--- src/rtl/uart_pkg.sv ---
// uart_pkg: shared UART definitions (receiver FSM states, data width, parity encodings, parity helper).
package uart_pkg;
  localparam int DATA_W = 8;
  localparam logic PAR_EVEN = 1'b0;
  localparam logic PAR_ODD = 1'b1;
  typedef enum logic [2:0] {IDLE, START, DATA, PARITY, STOP} uart_state_e;
  function automatic logic par_bit(input logic [DATA_W-1:0] d, input logic typ);
    return ^d ^ typ;
  endfunction
endpackage

--- src/rtl/uart_rx_sampler.sv ---
// uart_rx_sampler: per-bit oversampling counter and sample-point decision for uart_rx.
// Ports: clck, rst (sync, active-high); run_i keeps the counter running (low forces it to 0);
//   rxs_i synchronized line; samp_valid_o/samp_bit_o one-cycle sample decision; bit_end_o last cycle of a bit.
// Build option: UART_RX_MAJORITY_VOTE_EN takes a 2-of-3 vote over SP-1..SP+1, decided at SP+1.
module uart_rx_sampler #(
  parameter int OVERSAMPLE = 8
) (
  input  logic clck,
  input  logic rst,
  input  logic run_i,
  input  logic rxs_i,
  output logic samp_valid_o,
  output logic samp_bit_o,
  output logic bit_end_o
);
  localparam int CW = $clog2(OVERSAMPLE);
  localparam logic [CW-1:0] SP = CW'(OVERSAMPLE / 2);
  localparam logic [CW-1:0] LAST = CW'(OVERSAMPLE - 1);
  logic [CW-1:0] cnt_q, cnt_d;
  assign bit_end_o = cnt_q == LAST;
  assign cnt_d = (!run_i || bit_end_o) ? '0 : cnt_q + 1'b1;
  always_ff @(posedge clck) begin
    if (rst) cnt_q <= '0;
    else cnt_q <= cnt_d;
  end
`ifdef UART_RX_MAJORITY_VOTE_EN
  // win_q[1] holds the SP-1 sample, win_q[0] the SP sample; the third vote is the live line at SP+1.
  logic [1:0] win_q, win_d;
  assign win_d = (cnt_q == SP - 1'b1 || cnt_q == SP) ? {win_q[0], rxs_i} : win_q;
  assign samp_valid_o = cnt_q == SP + 1'b1;
  assign samp_bit_o = (win_q[1] & win_q[0]) | (win_q[1] & rxs_i) | (win_q[0] & rxs_i);
  always_ff @(posedge clck) begin
    if (rst) win_q <= 2'b11;
    else win_q <= win_d;
  end
`else
  assign samp_valid_o = cnt_q == SP;
  assign samp_bit_o = rxs_i;
`endif
endmodule

--- src/rtl/uart_rx.sv ---
// uart_rx: oversampling UART receiver, start + 8 data bits LSB first + optional parity + 1 stop bit.
// Ports: clck oversampling clock; rst sync active-high; rx_in async serial line (idles high);
//   par_en/par_typ parity enable and type (latched at start of frame); p_data last good byte;
//   data_valid/par_err/stp_err one-cycle strobes at end of stop bit; busy high while not IDLE.
// Build option: UART_RX_MAJORITY_VOTE_EN enables majority-vote sampling in uart_rx_sampler.
module uart_rx
  import uart_pkg::*;
#(
  parameter int OVERSAMPLE = 8
) (
  input  logic                clck,
  input  logic                rst,
  input  logic                rx_in,
  input  logic                par_en,
  input  logic                par_typ,
  output logic [DATA_W-1:0]   p_data,
  output logic                data_valid,
  output logic                par_err,
  output logic                stp_err,
  output logic                busy
);
  logic sync_q, rxs_q;
  uart_state_e state_q, state_d;
  logic [2:0] bit_cnt_q, bit_cnt_d;
  logic [DATA_W-1:0] shift_q, shift_d, p_data_q, p_data_d;
  logic par_en_q, par_en_d, par_typ_q, par_typ_d, perr_q, perr_d, stop_q, stop_d;
  logic dv_q, dv_d, pe_q, pe_d, se_q, se_d;
  logic samp_valid, samp_bit, bit_end, stop_bit;
  uart_rx_sampler #(.OVERSAMPLE(OVERSAMPLE)) u_sampler (
    .clck(clck),
    .rst(rst),
    .run_i(state_d != IDLE),
    .rxs_i(rxs_q),
    .samp_valid_o(samp_valid),
    .samp_bit_o(samp_bit),
    .bit_end_o(bit_end)
  );
  always_comb begin
    state_d = state_q;
    bit_cnt_d = bit_cnt_q;
    shift_d = shift_q;
    p_data_d = p_data_q;
    par_en_d = par_en_q;
    par_typ_d = par_typ_q;
    perr_d = perr_q;
    stop_d = stop_q;
    dv_d = 1'b0;
    pe_d = 1'b0;
    se_d = 1'b0;
    // With a small OVERSAMPLE and voting, the stop decision can land on the bit's last cycle.
    stop_bit = samp_valid ? samp_bit : stop_q;
    case (state_q)
      IDLE: if (!rxs_q) begin
        state_d = START;
        par_en_d = par_en;
        par_typ_d = par_typ;
        perr_d = 1'b0;
        bit_cnt_d = 3'd0;
      end
      START: if (samp_valid && samp_bit) state_d = IDLE;
        else if (bit_end) state_d = DATA;
      DATA: begin
        if (samp_valid) shift_d[bit_cnt_q] = samp_bit;
        if (bit_end) begin
          bit_cnt_d = bit_cnt_q + 3'd1;
          if (bit_cnt_q == 3'd7) state_d = par_en_q ? PARITY : STOP;
        end
      end
      PARITY: begin
        if (samp_valid) perr_d = samp_bit != par_bit(shift_q, par_typ_q);
        if (bit_end) state_d = STOP;
      end
      STOP: begin
        if (samp_valid) stop_d = samp_bit;
        if (bit_end) begin
          state_d = IDLE;
          se_d = !stop_bit;
          pe_d = stop_bit && perr_q;
          dv_d = stop_bit && !perr_q;
          p_data_d = dv_d ? shift_q : p_data_q;
        end
      end
      default: state_d = IDLE;
    endcase
  end
  always_ff @(posedge clck) begin
    if (rst) begin
      sync_q <= 1'b1;
      rxs_q <= 1'b1;
      state_q <= IDLE;
      bit_cnt_q <= 3'd0;
      shift_q <= '0;
      p_data_q <= '0;
      par_en_q <= 1'b0;
      par_typ_q <= PAR_EVEN;
      perr_q <= 1'b0;
      stop_q <= 1'b1;
      dv_q <= 1'b0;
      pe_q <= 1'b0;
      se_q <= 1'b0;
    end else begin
      sync_q <= rx_in;
      rxs_q <= sync_q;
      state_q <= state_d;
      bit_cnt_q <= bit_cnt_d;
      shift_q <= shift_d;
      p_data_q <= p_data_d;
      par_en_q <= par_en_d;
      par_typ_q <= par_typ_d;
      perr_q <= perr_d;
      stop_q <= stop_d;
      dv_q <= dv_d;
      pe_q <= pe_d;
      se_q <= se_d;
    end
  end
  assign p_data = p_data_q;
  assign data_valid = dv_q;
  assign par_err = pe_q;
  assign stp_err = se_q;
  assign busy = state_q != IDLE;
endmodule

--- config.mk ---
export PLATFORM = sky130hd
export DESIGN_NAME = uart_rx
export DESIGN_NICKNAME = d
export VERILOG_FILES = /design/src/rtl/uart_pkg.sv /design/src/rtl/uart_rx_sampler.sv /design/src/rtl/uart_rx.sv
export SDC_FILE = /design/constraint.sdc
export NUM_CORES = 1
export LEC_CHECK = 0
export ABC_CLOCK_PERIOD_IN_PS = 2370
export CORE_ASPECT_RATIO = 0.9
export CORE_UTILIZATION = 55
export DETAILED_ROUTE_END_ITERATION = 10
export GPL_TIMING_DRIVEN = 1
export HOLD_SLACK_MARGIN = 0.12
export PLACE_DENSITY = 0.78
export SLEW_MARGIN = 20
export SYNTH_ARGS = -nofsm -noshare
export SYNTH_HDL_FRONTEND = slang
export SYNTH_SLANG_ARGS = --single-unit
export TNS_END_PERCENT = 10
--- constraint.sdc ---
create_clock -name clck -period 2.37 [get_ports clck]
set_clock_uncertainty 0.05 [all_clocks]
set_input_delay 0.474 -clock clck [delete_from_list [all_inputs] [get_ports clck]]
set_output_delay 0.474 -clock clck [all_outputs]
set_load 0.03 [all_outputs]
* After elaboration in Yosys (flattened, before gate mapping)
Cells that the tools add are included.
** Operators by class
- $add $sub $neg :: 2
- $lt $le $gt $ge :: 2
- Eq/ne operators :: 11
- Multiplexer cells :: 19
- Bitwise operators :: 4
- Reductions and logical operators :: 21
** Operators by type and width (number)
- two-way mux 3 bit :: 10
- case mux 3 bit (5 select lines) :: 1
- == test 3 bit, second input constant :: 4
- AND reduction 3 bit :: 3
- bitwise mux 8 bit :: 1
- XOR reduction 8 bit :: 1
- adder 3 x 1 -> 3 bit, second input constant :: 2
- == test 3 x 2 -> 1 bit, second input constant :: 2
- case mux 3 bit (2 select lines) :: 1
- nonzero test 3 bit :: 2
- logical AND 1 bit :: 4
- less-than comparator 3 x 4 -> 1 bit, second input constant :: 1
- two-way mux 1 bit :: 4
- != test 2 bit, second input constant :: 2
- AND reduction 2 bit :: 2
- nonzero test 2 bit :: 2
- demux 1 bit (select 3 bit) :: 1
- == test 3 x 1 -> 1 bit, second input constant :: 1
- >= comparator 3 x 1 -> 1 bit, second input constant :: 1
- zero test 1 bit :: 3
- zero test 3 bit :: 1
- inverter 1 bit :: 3
- OR reduction 3 bit :: 1
- != test 2 x 1 -> 1 bit, second input constant :: 1
- other kinds (5) :: 5
** Storage, ports and cells
- Flip-flop bits (word level) :: 34
- Input bits :: 5
- Logic and storage cells :: 73

* Logic depth before layout (Yosys ltp)
Gate-level depths: netlist of the first run.
- Word-level depth :: 8
- Mapped depth :: 7
- Depth with buffers taken out :: 6

* Modules after synthesis
A second synthesis of the first run with hierarchy kept.
** Unflattened totals
- Cells, all modules :: 162
- Area, all modules :: 1577.8 µm²
** Modules (own cells, without submodules)
- uart_rx :: times used 1, cells an instance 149, area each 1418.9 µm²
- uart_rx_sampler :: times used 1, cells an instance 13, area each 158.9 µm²

* Worst setup path after synthesis of the first run
OpenSTA, ideal clock, no wires.
- Path type :: reg-to-reg
- Start point :: register u_sampler.cnt_q[0]
- End point :: register p_data_q[0], in the netlist p_data[0]
- Setup time :: 0.128 ns
- Arrival :: 1.513 ns
- Data required time :: 2.192 ns
- Setup slack :: 0.680 ns
- Cell stages (with the launch flop) :: 8
- Period minus slack after synthesis :: 1.690 ns
- Cell sequence :: dfxtp_1 -> ha_1 -> ha_1 -> nand4bb_1 -> a211oi_1 -> buf_2 -> mux2i_1 -> nor2_1
** On the way
- Word-level cells in the longest chain between the ends :: 4
** RTL lines
- from (decl) :: RTL line uart_rx_sampler.sv:19 : logic [CW-1:0] cnt_q, cnt_d;
- from (signal assigned) :: RTL line uart_rx_sampler.sv:24 : else cnt_q <= cnt_d;
- == test 3 bit :: RTL line uart_rx_sampler.sv:37 : assign samp_valid_o = cnt_q == SP;
- two-way mux 1 bit
- logical AND 1 bit :: RTL line uart_rx.sv:79 : dv_d = stop_bit && !perr_q;
- AND reduction 3 bit (no source line) *
- to (signal assigned) :: RTL line uart_rx.sv:107 : p_data_q <= p_data_d;
- to (decl) :: RTL line uart_rx.sv:25 : logic [DATA_W-1:0] shift_q, shift_d, p_data_q, p_data_d;
Mark *: on every way between the ends. The rest lies on a longest branch, timed or not.
A chain may end at the register's enable or synchronous reset.

* Worst setup path in the final report of the first run
- Start point :: register state_q[0]
- End point :: output port busy
** On the way
- Word-level cells in the longest chain between the ends :: 1
** RTL lines
- from (decl) :: RTL line uart_rx.sv:23 : uart_state_e state_q, state_d;
- from (signal assigned) :: RTL line uart_rx.sv:104 : state_q <= state_d;
- nonzero test 3 bit :: RTL line uart_rx.sv:121 : assign busy = state_q != IDLE;
- to (decl) :: RTL line uart_rx.sv:20 : output logic busy
No other way between the ends.

==> metrics.md, run 1 <==
| Metric | Value |
|---|---|
| Met1 usage | `0.268` |
| Post-route clock period utilization | `0.954` |
| Synth Flop Type | `dfxtp_1` |
| Worst vdd ir | `372 uV` |
| Critical Path RT | `1.85 ns` |
| Worst skew pair latency | `0.34 ns` |
| CTS tree | `built` |
| Vias/cell | `5.34` |
| Post-synth EDFFs | `0` |
| Worst hold path startpoint | `sync_q` |
| P_int | `738 uW` |
| # Max-Cap Violations | `0` |
| Antenna diodes | `0` |
| Area growth, synth to finish | `16.4%` |
| Count leader, synth | `dfxtp_1` |
| RSZ-0062 raised after global routing | `false` |
| Die height | `52.8 um` |
| Synth Register Bits | `34` |
| Max Slew Vio Count | `0` |
| Syn nets | `176` |
| Switching pwr | `230 uW` |
| Final worst slack | `0.109 ns` |
| CP Launch Point | `state_q[0]` |
| Worst Setup Path Type | `flop to primary output` |
| Cell area power density | `528 nW/um^2` |
| Comb power frac | `0.044` |
| DRC errors left | `0` |
| Top Usage Layer GRT | `met2` |
| DRT antenna net count | `0` |
| First-pass DRT Iterations | `4` |
| Grt met3 use | `0.0815` |
| # setup viols final | `0` |
| Port Buf Inserts | `16` |
| Sequential area share after synthesis | `0.432` |
| Grt met2 use | `0.331` |
| Final net count | `193` |
| CTS sink cnt | `34` |
| GRT Resource Usage Total | `0.212` |
| Syn Inst Count | `165` |
| Hpwl dp | `2080 um` |
| CTS buffer count | `5` |
| First-pass GRT wire length | `4690 um` |
| Final setup TNS | `0 ns` |
| Largest net degree at the start of global routing | `17` |
| Final min period | `2.26 ns` |
| Clock power share | `0.354` |
| Core region area | `2730 um^2` |
| Flop pwr share | `0.602` |
| Yosys top cell area share | `0.432` |
| Final WL | `2920 um` |
| Switching share of power | `0.238` |
| Slew HR | `0.527` |
| Leading area contributor after synthesis | `dfxtp_1` |
| Die Area | `3080 um^2` |
| Reg2Reg Launch Point | `u_sampler.cnt_q[2]` |
| I/O pins | `17` |
| Vias in the first global route | `1,032` |
| DIE WIDTH | `58.4 um` |
| Final Hold Viols | `0` |
| Top post-synthesis cells by count | `dfxtp_1, nor2_1, mux2i_1` |
| Routed wire per std cell | `13.1 um` |
| Clock Path Buffers | `2` |
| Clock slew at reported path FFs | `0.11 ns` |
| Pleak | `0.000700 uW` |
| Num rows | `18` |
| H-tree levels | `2` |
| Initial antenna violation count | `0` |
| Placer Congestion | `0.840` |
| Syn. warnings | `0` |
| Top post-synthesis cells by area | `dfxtp_1, mux2i_1, nor2_1, ha_1, xnor2_1` |
| Setup WS pre-CTS | `0.487 ns` |
| CP max FO | `11` |
| Crit. End Element | `primary output` |
| HP Class | `flop to flop` |
| Arrival @ worst endpoint | `1.74 ns` |
| GR Overflow Total | `0` |
| Crit path launch type | `flop` |
| Worst-margin pin slew | `0.703 ns` |
| # resized after CTS | `0` |
| Yosys cell types | `41` |
| Routed via count | `1,191` |
| Starting Density | `0.578` |
| Run status | `complete, no violations` |
| Post-synth ARST share | `0` |
| Detailed Route Iter0 Violations | `31` |
| Fraction of layout cells with a size suffix above 1 | `0.0929` |
| Average size of a mapped cell | `9.55 um^2` |
| Post-CTS Setup Bufs | `0` |
| Root Buffer | `clkbuf_4` |
| CTS hold repair buffers | `0` |
| Mapped Area | `1580 um^2` |
| Fmax | `442 MHz` |
==> kinds of logic after synthesis <==
logic type / after synthesis / share of synthesized area
buffers and inverters: 14 / 0.0365
adders and majority gates: 6 / 0.0477
AOI/OAI and AO/OA: 17 / 0.0818
and+or+nand+nor: 68 / 0.234
DFF: 34 / 0.432
xor gates and xnor gates: 7 / 0.0477
muxes: 19 / 0.121
==> layout by cell type (no fill, tap or decap), types with 2 or more instances in the layout <==
master           Yosys  layout
a211oi_1             2       2
a21oi_1              2       2
a22oi_1              2       2
a31oi_1              3       3
and2_1               2       2
buf_4                0       3
clkbuf_4             0       5
clkdlybuf4s50_1      0      16
dfxtp_1             34      34
ha_1                 6       6
inv_1                5       5
mux2i_1             19      19
nand2_1              6       6
nand3_1              2       2
nand4_1              6       6
nor2_1              29      29
nor2b_1              3       3
nor3b_1              3       3
nor4_1               3       3
or2_2                2       2
xnor2_1              6       6
==> power groups by stage <==
stage	registers, uW	logic (uW)	clock network [uW]
finish	583	42.4	343
global route	584	46.7	375
floorplan	591	31.5	0
global placement	596	42.2	0
detailed placement	596	42.1	0
CTS	583	42.4	354
==> critical path, cell delays in order (launching register included) <==
cell and delay, ns:
dfxtp_1 0.43, or3_1 0.37, clkdlybuf4s50_1 0.59
==> metrics by stage <==
stage / cell area, um^2 / instances / util / power, uW / hold slack (ns)
2_1_floorplan: 1580 / 165 / - / 623 / 0.339
3_3_place_gp: 1770 / 215 / 0.649 / 638 / 0.346
3_5_place_dp: 1770 / 215 / 0.649 / 638 / 0.346
4_1_cts: 1830 / 223 / 0.673 / 980 / 0.377
5_1_grt: 1830 / 223 / 0.673 / 1010 / 0.398
6_report: 1830 / 223 / 0.673 / 968 / 0.375
==> layer usage <==
layer,up-vias,wire length [um]
met5,-,0
met4,0,39
met3,5,144
met2,30,1330
met1,545,1410
li1,611,-
==> registers in the layout, summed over array words and instances (netlist names) <==
name	cells
stop_q	1
state_q	3
u_sampler.cnt_q	3
sync_q	1
par_en_q	1
perr_q	1
stp_err	1
data_valid	1
bit_cnt_q	3
par_err	1
rxs_q	1
shift_q	8
p_data	8
par_typ_q	1
==> path summary, 6_finish.rpt <==
path,slack [ns],end,cells past startpoint
setup / recovery,0.11,busy,2
hold / removal,0.37,rxs_q,1
setup reg to reg,0.48,p_data[7],6
hold reg to reg,0.37,rxs_q,1
==> area by class of cell <==
type | count | area [um^2]
Clock buffer | 6 | 51.3
Clock inverter | 2 | 12.5
Fill cell | 222 | 892
Inverter | 5 | 18.8
Multi-Input combinational cell | 117 | 837
Sequential cell | 34 | 681
Tap cell | 40 | 50.0
Timing Repair Buffer | 19 | 183
(Power assumes the default switching activity.)
==> run 2, diff against run 1 <==
Settings changed: CORE_UTILIZATION 55 to 32, PLACE_DENSITY 0.78 to not set.
==> metrics.md, run 2 (synthesis gave the netlist of run 1 again) <==
| Metric | Value |
|---|---|
| Worst Setup Path Type | `flop to primary output` |
| Worst skew pair latency | `0.28 ns` |
| Dpl cells | `237` |
| Starting Density | `0.344` |
| HP Class | `flop to flop` |
| Final Hold Viols | `0` |
| Die height | `68.6 um` |
| Critical Path RT | `1.85 ns` |
| Fraction of layout cells with a size suffix above 1 | `0.0874` |
| Fill cell count | `420` |
| DRC errors left | `0` |
| Run status | `complete, no violations` |
| RSZ-0062 raised after global routing | `false` |
| # Max-Cap Violations | `0` |
| GRT Resource Usage Total | `0.125` |
| GR Overflow Total | `0` |
| Core region area | `4580 um^2` |
| R2R setup slack | `0.49 ns` |
| # setup viols final | `0` |
| Largest net degree at the start of global routing | `19` |
| R2R cell count | `6` |
| Final setup TNS | `0 ns` |
| Area of the multi-input gates | `837 um^2` |
| First-pass GRT wire length | `4930 um` |
| Storage cell area | `681 um^2` |
| Detailed Route Iter0 Violations | `64` |
| Worst vdd ir | `233 uV` |
| Placer Congestion | `0.915` |
| Clock slew at reported path FFs | `0.07 ns` |
| CTS hold repair buffers | `0` |
| Die Area | `5210 um^2` |
| Num rows | `23` |
| Final Non-Filler Cells | `245` |
| Slew HR | `0.517` |
| CTS buffer count | `5` |
| Final WL | `3020 um` |
| Crit path launch type | `flop` |
| Hpwl dp | `2160 um` |
| Antenna diodes | `0` |
| Initial antenna violation count | `0` |
| Fmax | `452 MHz` |
| CP max FO | `9` |
| Post-route clock period utilization | `0.934` |
| Final min period | `2.21 ns` |
| Most common cell after layout, fill and taps aside | `dfxtp_1` |
| Area growth, synth to finish | `19.9%` |
| Max Slew Vio Count | `0` |
| Routed wire per std cell | `12.3 um` |
| # resized after CTS | `0` |
| DIE WIDTH | `76.0 um` |
| I/O pins | `17` |
| CTS tree | `built` |
| Routed via count | `1,192` |
| First-pass DRT Iterations | `4` |
| Hold Crit Depth | `1` |
| Pleak | `0.000714 uW` |
| Crit. End Element | `primary output` |
| Arrival @ worst endpoint | `1.69 ns` |
| Cell area power density | `565 nW/um^2` |
| CTS sink cnt | `34` |
| Vias in the first global route | `1,020` |
| H-tree levels | `2` |
| Clock Path Buffers | `2` |
| DRT antenna net count | `0` |
| Most frequent cells in the layout | `dfxtp_1, nor2_1, mux2i_1` |
| Port Buf Inserts | `16` |
| Final net count | `193` |
| Root Buffer | `clkbuf_8` |
| Post-CTS Setup Bufs | `0` |
| Worst-margin pin slew | `0.718 ns` |
| Vias/cell | `4.87` |
run 2: cell types whose count changed in the layout (fill, tap and decap cells not counted), sizes merged:
cell      before  now
clkbuf         6    7
clkinvlp       1    0
run 2: area by class of cell:
class	count	share of cell area
well taps	62	0.0411
repair buffers	19	0.0968
inverters	5	0.00994
clock buffers	7	0.0457
flip-flops and latches	34	0.361
multi-input cells	117	0.443
clock inverters	1	0.00265
run 2: critical path: stages (launching register included):
cell and delay (ns):
dfxtp_1 0.40, or3_1 0.41, clkdlybuf4s50_1 0.60
run 2: final timing paths:
| kind | from | endpoint |
|---|---|---|
| max | state_q[2] | busy |
| min | sync_q | rxs_q |
| max reg2reg | bit_cnt_q[0] | u_sampler.cnt_q[1] |
| min reg2reg | sync_q | rxs_q |
run 2: per-layer routing:
layer	vias to the layer above	track usage	share of wire
met5	-	0	0
met4	0	0.0673	0.018
met3	5	0.0289	0.029
met2	21	0.199	0.43
met1	554	0.160	0.52
li1	612	-	-
run 2: report_power, final:
group          switching [uW]  total, uW  internal [uW]  leakage, uW
Clock                     206        440            234    0.0000482
Combinational            22.8       42.5           19.7     0.000391
Sequential               7.16        583            576     0.000275
Total                     236       1070            830     0.000714
run 2: metrics by stage:
stage          power (uW)  worst slack [ns]  utilization  instance area, um^2  hold WS, ns
5_1_grt              1110            0.0948        0.413                 1890        0.385
4_1_cts              1080             0.152        0.413                 1890        0.362
2_1_floorplan         623             0.680            -                 1580        0.339
6_report             1070             0.156        0.413                 1890        0.359
3_3_place_gp          638             0.494        0.393                 1800        0.345
3_5_place_dp          639             0.466        0.393                 1800        0.348
==> run 3, diff against run 2 <==
--- a/constraint.sdc
+++ b/constraint.sdc
@@ -3,3 +3,3 @@
 set_input_delay 0.474 -clock clck [delete_from_list [all_inputs] [get_ports clck]]
 set_output_delay 0.474 -clock clck [all_outputs]
-set_load 0.03 [all_outputs]
+set_load 0.1 [all_outputs]
==> metrics.md, run 3 (synthesis gave the netlist of run 1 again) <==
| Metric | Value |
|---|---|
| Run status | `complete, no violations` |
| GRT Resource Usage Total | `0.128` |
| R2R setup slack | `0.51 ns` |
| Final setup TNS | `0 ns` |
| Final Non-Filler Cells | `245` |
| Fraction of layout cells with a size suffix above 1 | `0.153` |
| Max Slew Vio Count | `0` |
| H-tree levels | `2` |
| Root Buffer | `clkbuf_8` |
| Area growth, synth to finish | `18.0%` |
| Post-CTS Setup Bufs | `0` |
| Final Hold Viols | `0` |
| Vias in the first global route | `1,083` |
| Initial antenna violation count | `0` |
| Placer Congestion | `0.825` |
| HP Class | `flop to flop` |
| GR Overflow Total | `0` |
| Final WL | `3000 um` |
| # setup viols final | `0` |
| First-pass DRT Iterations | `4` |
| Cell area power density | `572 nW/um^2` |
| Clock slew at reported path FFs | `0.07 ns` |
| CP max FO | `9` |
| Worst-margin pin slew | `0.635 ns` |
| Worst vdd ir | `306 uV` |
| Fmax | `538 MHz` |
| Worst skew pair latency | `0.28 ns` |
| Hpwl dp | `2190 um` |
| Core region area | `4580 um^2` |
| Final worst slack | `0.510 ns` |
| Routed wire per std cell | `12.2 um` |
| # Max-Cap Violations | `0` |
| Arrival @ worst endpoint | `1.98 ns` |
| Largest net degree at the start of global routing | `22` |
| Vias/cell | `4.91` |
| # resized after CTS | `0` |
| Most frequent cells in the layout | `dfxtp_1, nor2_1, mux2i_1` |
| Die Area | `5210 um^2` |
| CTS tree | `built` |
| DIE WIDTH | `76.0 um` |
| CTS buffer count | `5` |
| Die height | `68.6 um` |
| CTS sink cnt | `34` |
| Routed via count | `1,203` |
| Antenna diodes | `0` |
| Worst Setup Path Type | `flop to flop` |
| CTS hold repair buffers | `0` |
| DRT antenna net count | `0` |
| Final min period | `1.86 ns` |
| Slew HR | `0.571` |
| DRC errors left | `0` |
| Dpl cells | `237` |
| Crit path launch type | `flop` |
| Setup WS pre-CTS | `0.523 ns` |
| First-pass GRT wire length | `5110 um` |
| Num rows | `23` |
| Crit. End Element | `flop` |
| RSZ-0062 raised after global routing | `false` |
| I/O pins | `17` |
| Fill cell count | `469` |
| Post-route clock period utilization | `0.785` |
| Detailed Route Iter0 Violations | `105` |
| Starting Density | `0.344` |
| Clock Path Buffers | `2` |
| Most common cell after layout, fill and taps aside | `dfxtp_1` |
| Port Buf Inserts | `16` |
| Pleak | `0.000739 uW` |
| Overall power | `1060 uW` |
| Final net count | `193` |
| Critical Path RT | `2.49 ns` |
==> run 3: cell types whose count changed in the layout (fill, tap and decap cells not counted) <==
cell / previous run / this run
clkdlybuf4s50_1: 16 / 4
buf_4: 3 / 15
==> run 3: layer usage <==
layer | wire length (um) | vias up | global-route usage
met3 | 127 | 4 | 0.0355
li1 | - | 614 | -
met2 | 1280 | 27 | 0.206
met5 | 0 | - | 0
met1 | 1560 | 558 | 0.165
met4 | 30 | 0 | 0.0553
==> run 3: layout make-up <==
type,instances,area [um^2],share of cell area
repair buffers,19,153,0.0822
multi-input cells,117,837,0.451
flip-flops and latches,34,681,0.366
clock inverters,1,5.00,0.00269
well taps,62,77.6,0.0418
clock buffers,7,86.3,0.0465
inverters,5,18.8,0.0101
==> run 3: path summary, 6_finish.rpt <==
| kind | end | startpoint | cells after the start |
|---|---|---|---|
| setup reg to reg | p_data[3] | u_sampler.cnt_q[0] | 7 |
| hold / removal | rxs_q | sync_q | 1 |
| hold reg to reg | rxs_q | sync_q | 1 |
| setup / recovery | p_data[3] | u_sampler.cnt_q[0] | 7 |
==> run 3: worst max-delay path, cell delays in order, from the launching register on <==
cell	delay [ns]
dfxtp_1	0.34
ha_1	0.18
ha_1	0.24
nand4bb_1	0.18
a211oi_1	0.25
buf_4	0.25
mux2i_1	0.21
nor2_1	0.06
==> run 3: stage by stage <==
| step | hold WS [ns] | cell area, um^2 | utilization |
|---|---|---|---|
| 2_1_floorplan | 0.339 | 1580 | - |
| 3_3_place_gp | 0.346 | 1770 | 0.386 |
| 3_5_place_dp | 0.343 | 1770 | 0.386 |
| 4_1_cts | 0.359 | 1860 | 0.406 |
| 5_1_grt | 0.368 | 1860 | 0.406 |
| 6_report | 0.358 | 1860 | 0.406 |
==> run 3: power by group <==
part / switching, uW / leakage (uW) / internal (uW)
Sequential: 7.36 / 0.000275 / 576
Clock: 196 / 0.0000482 / 234
Combinational: 28.4 / 0.000416 / 19.5
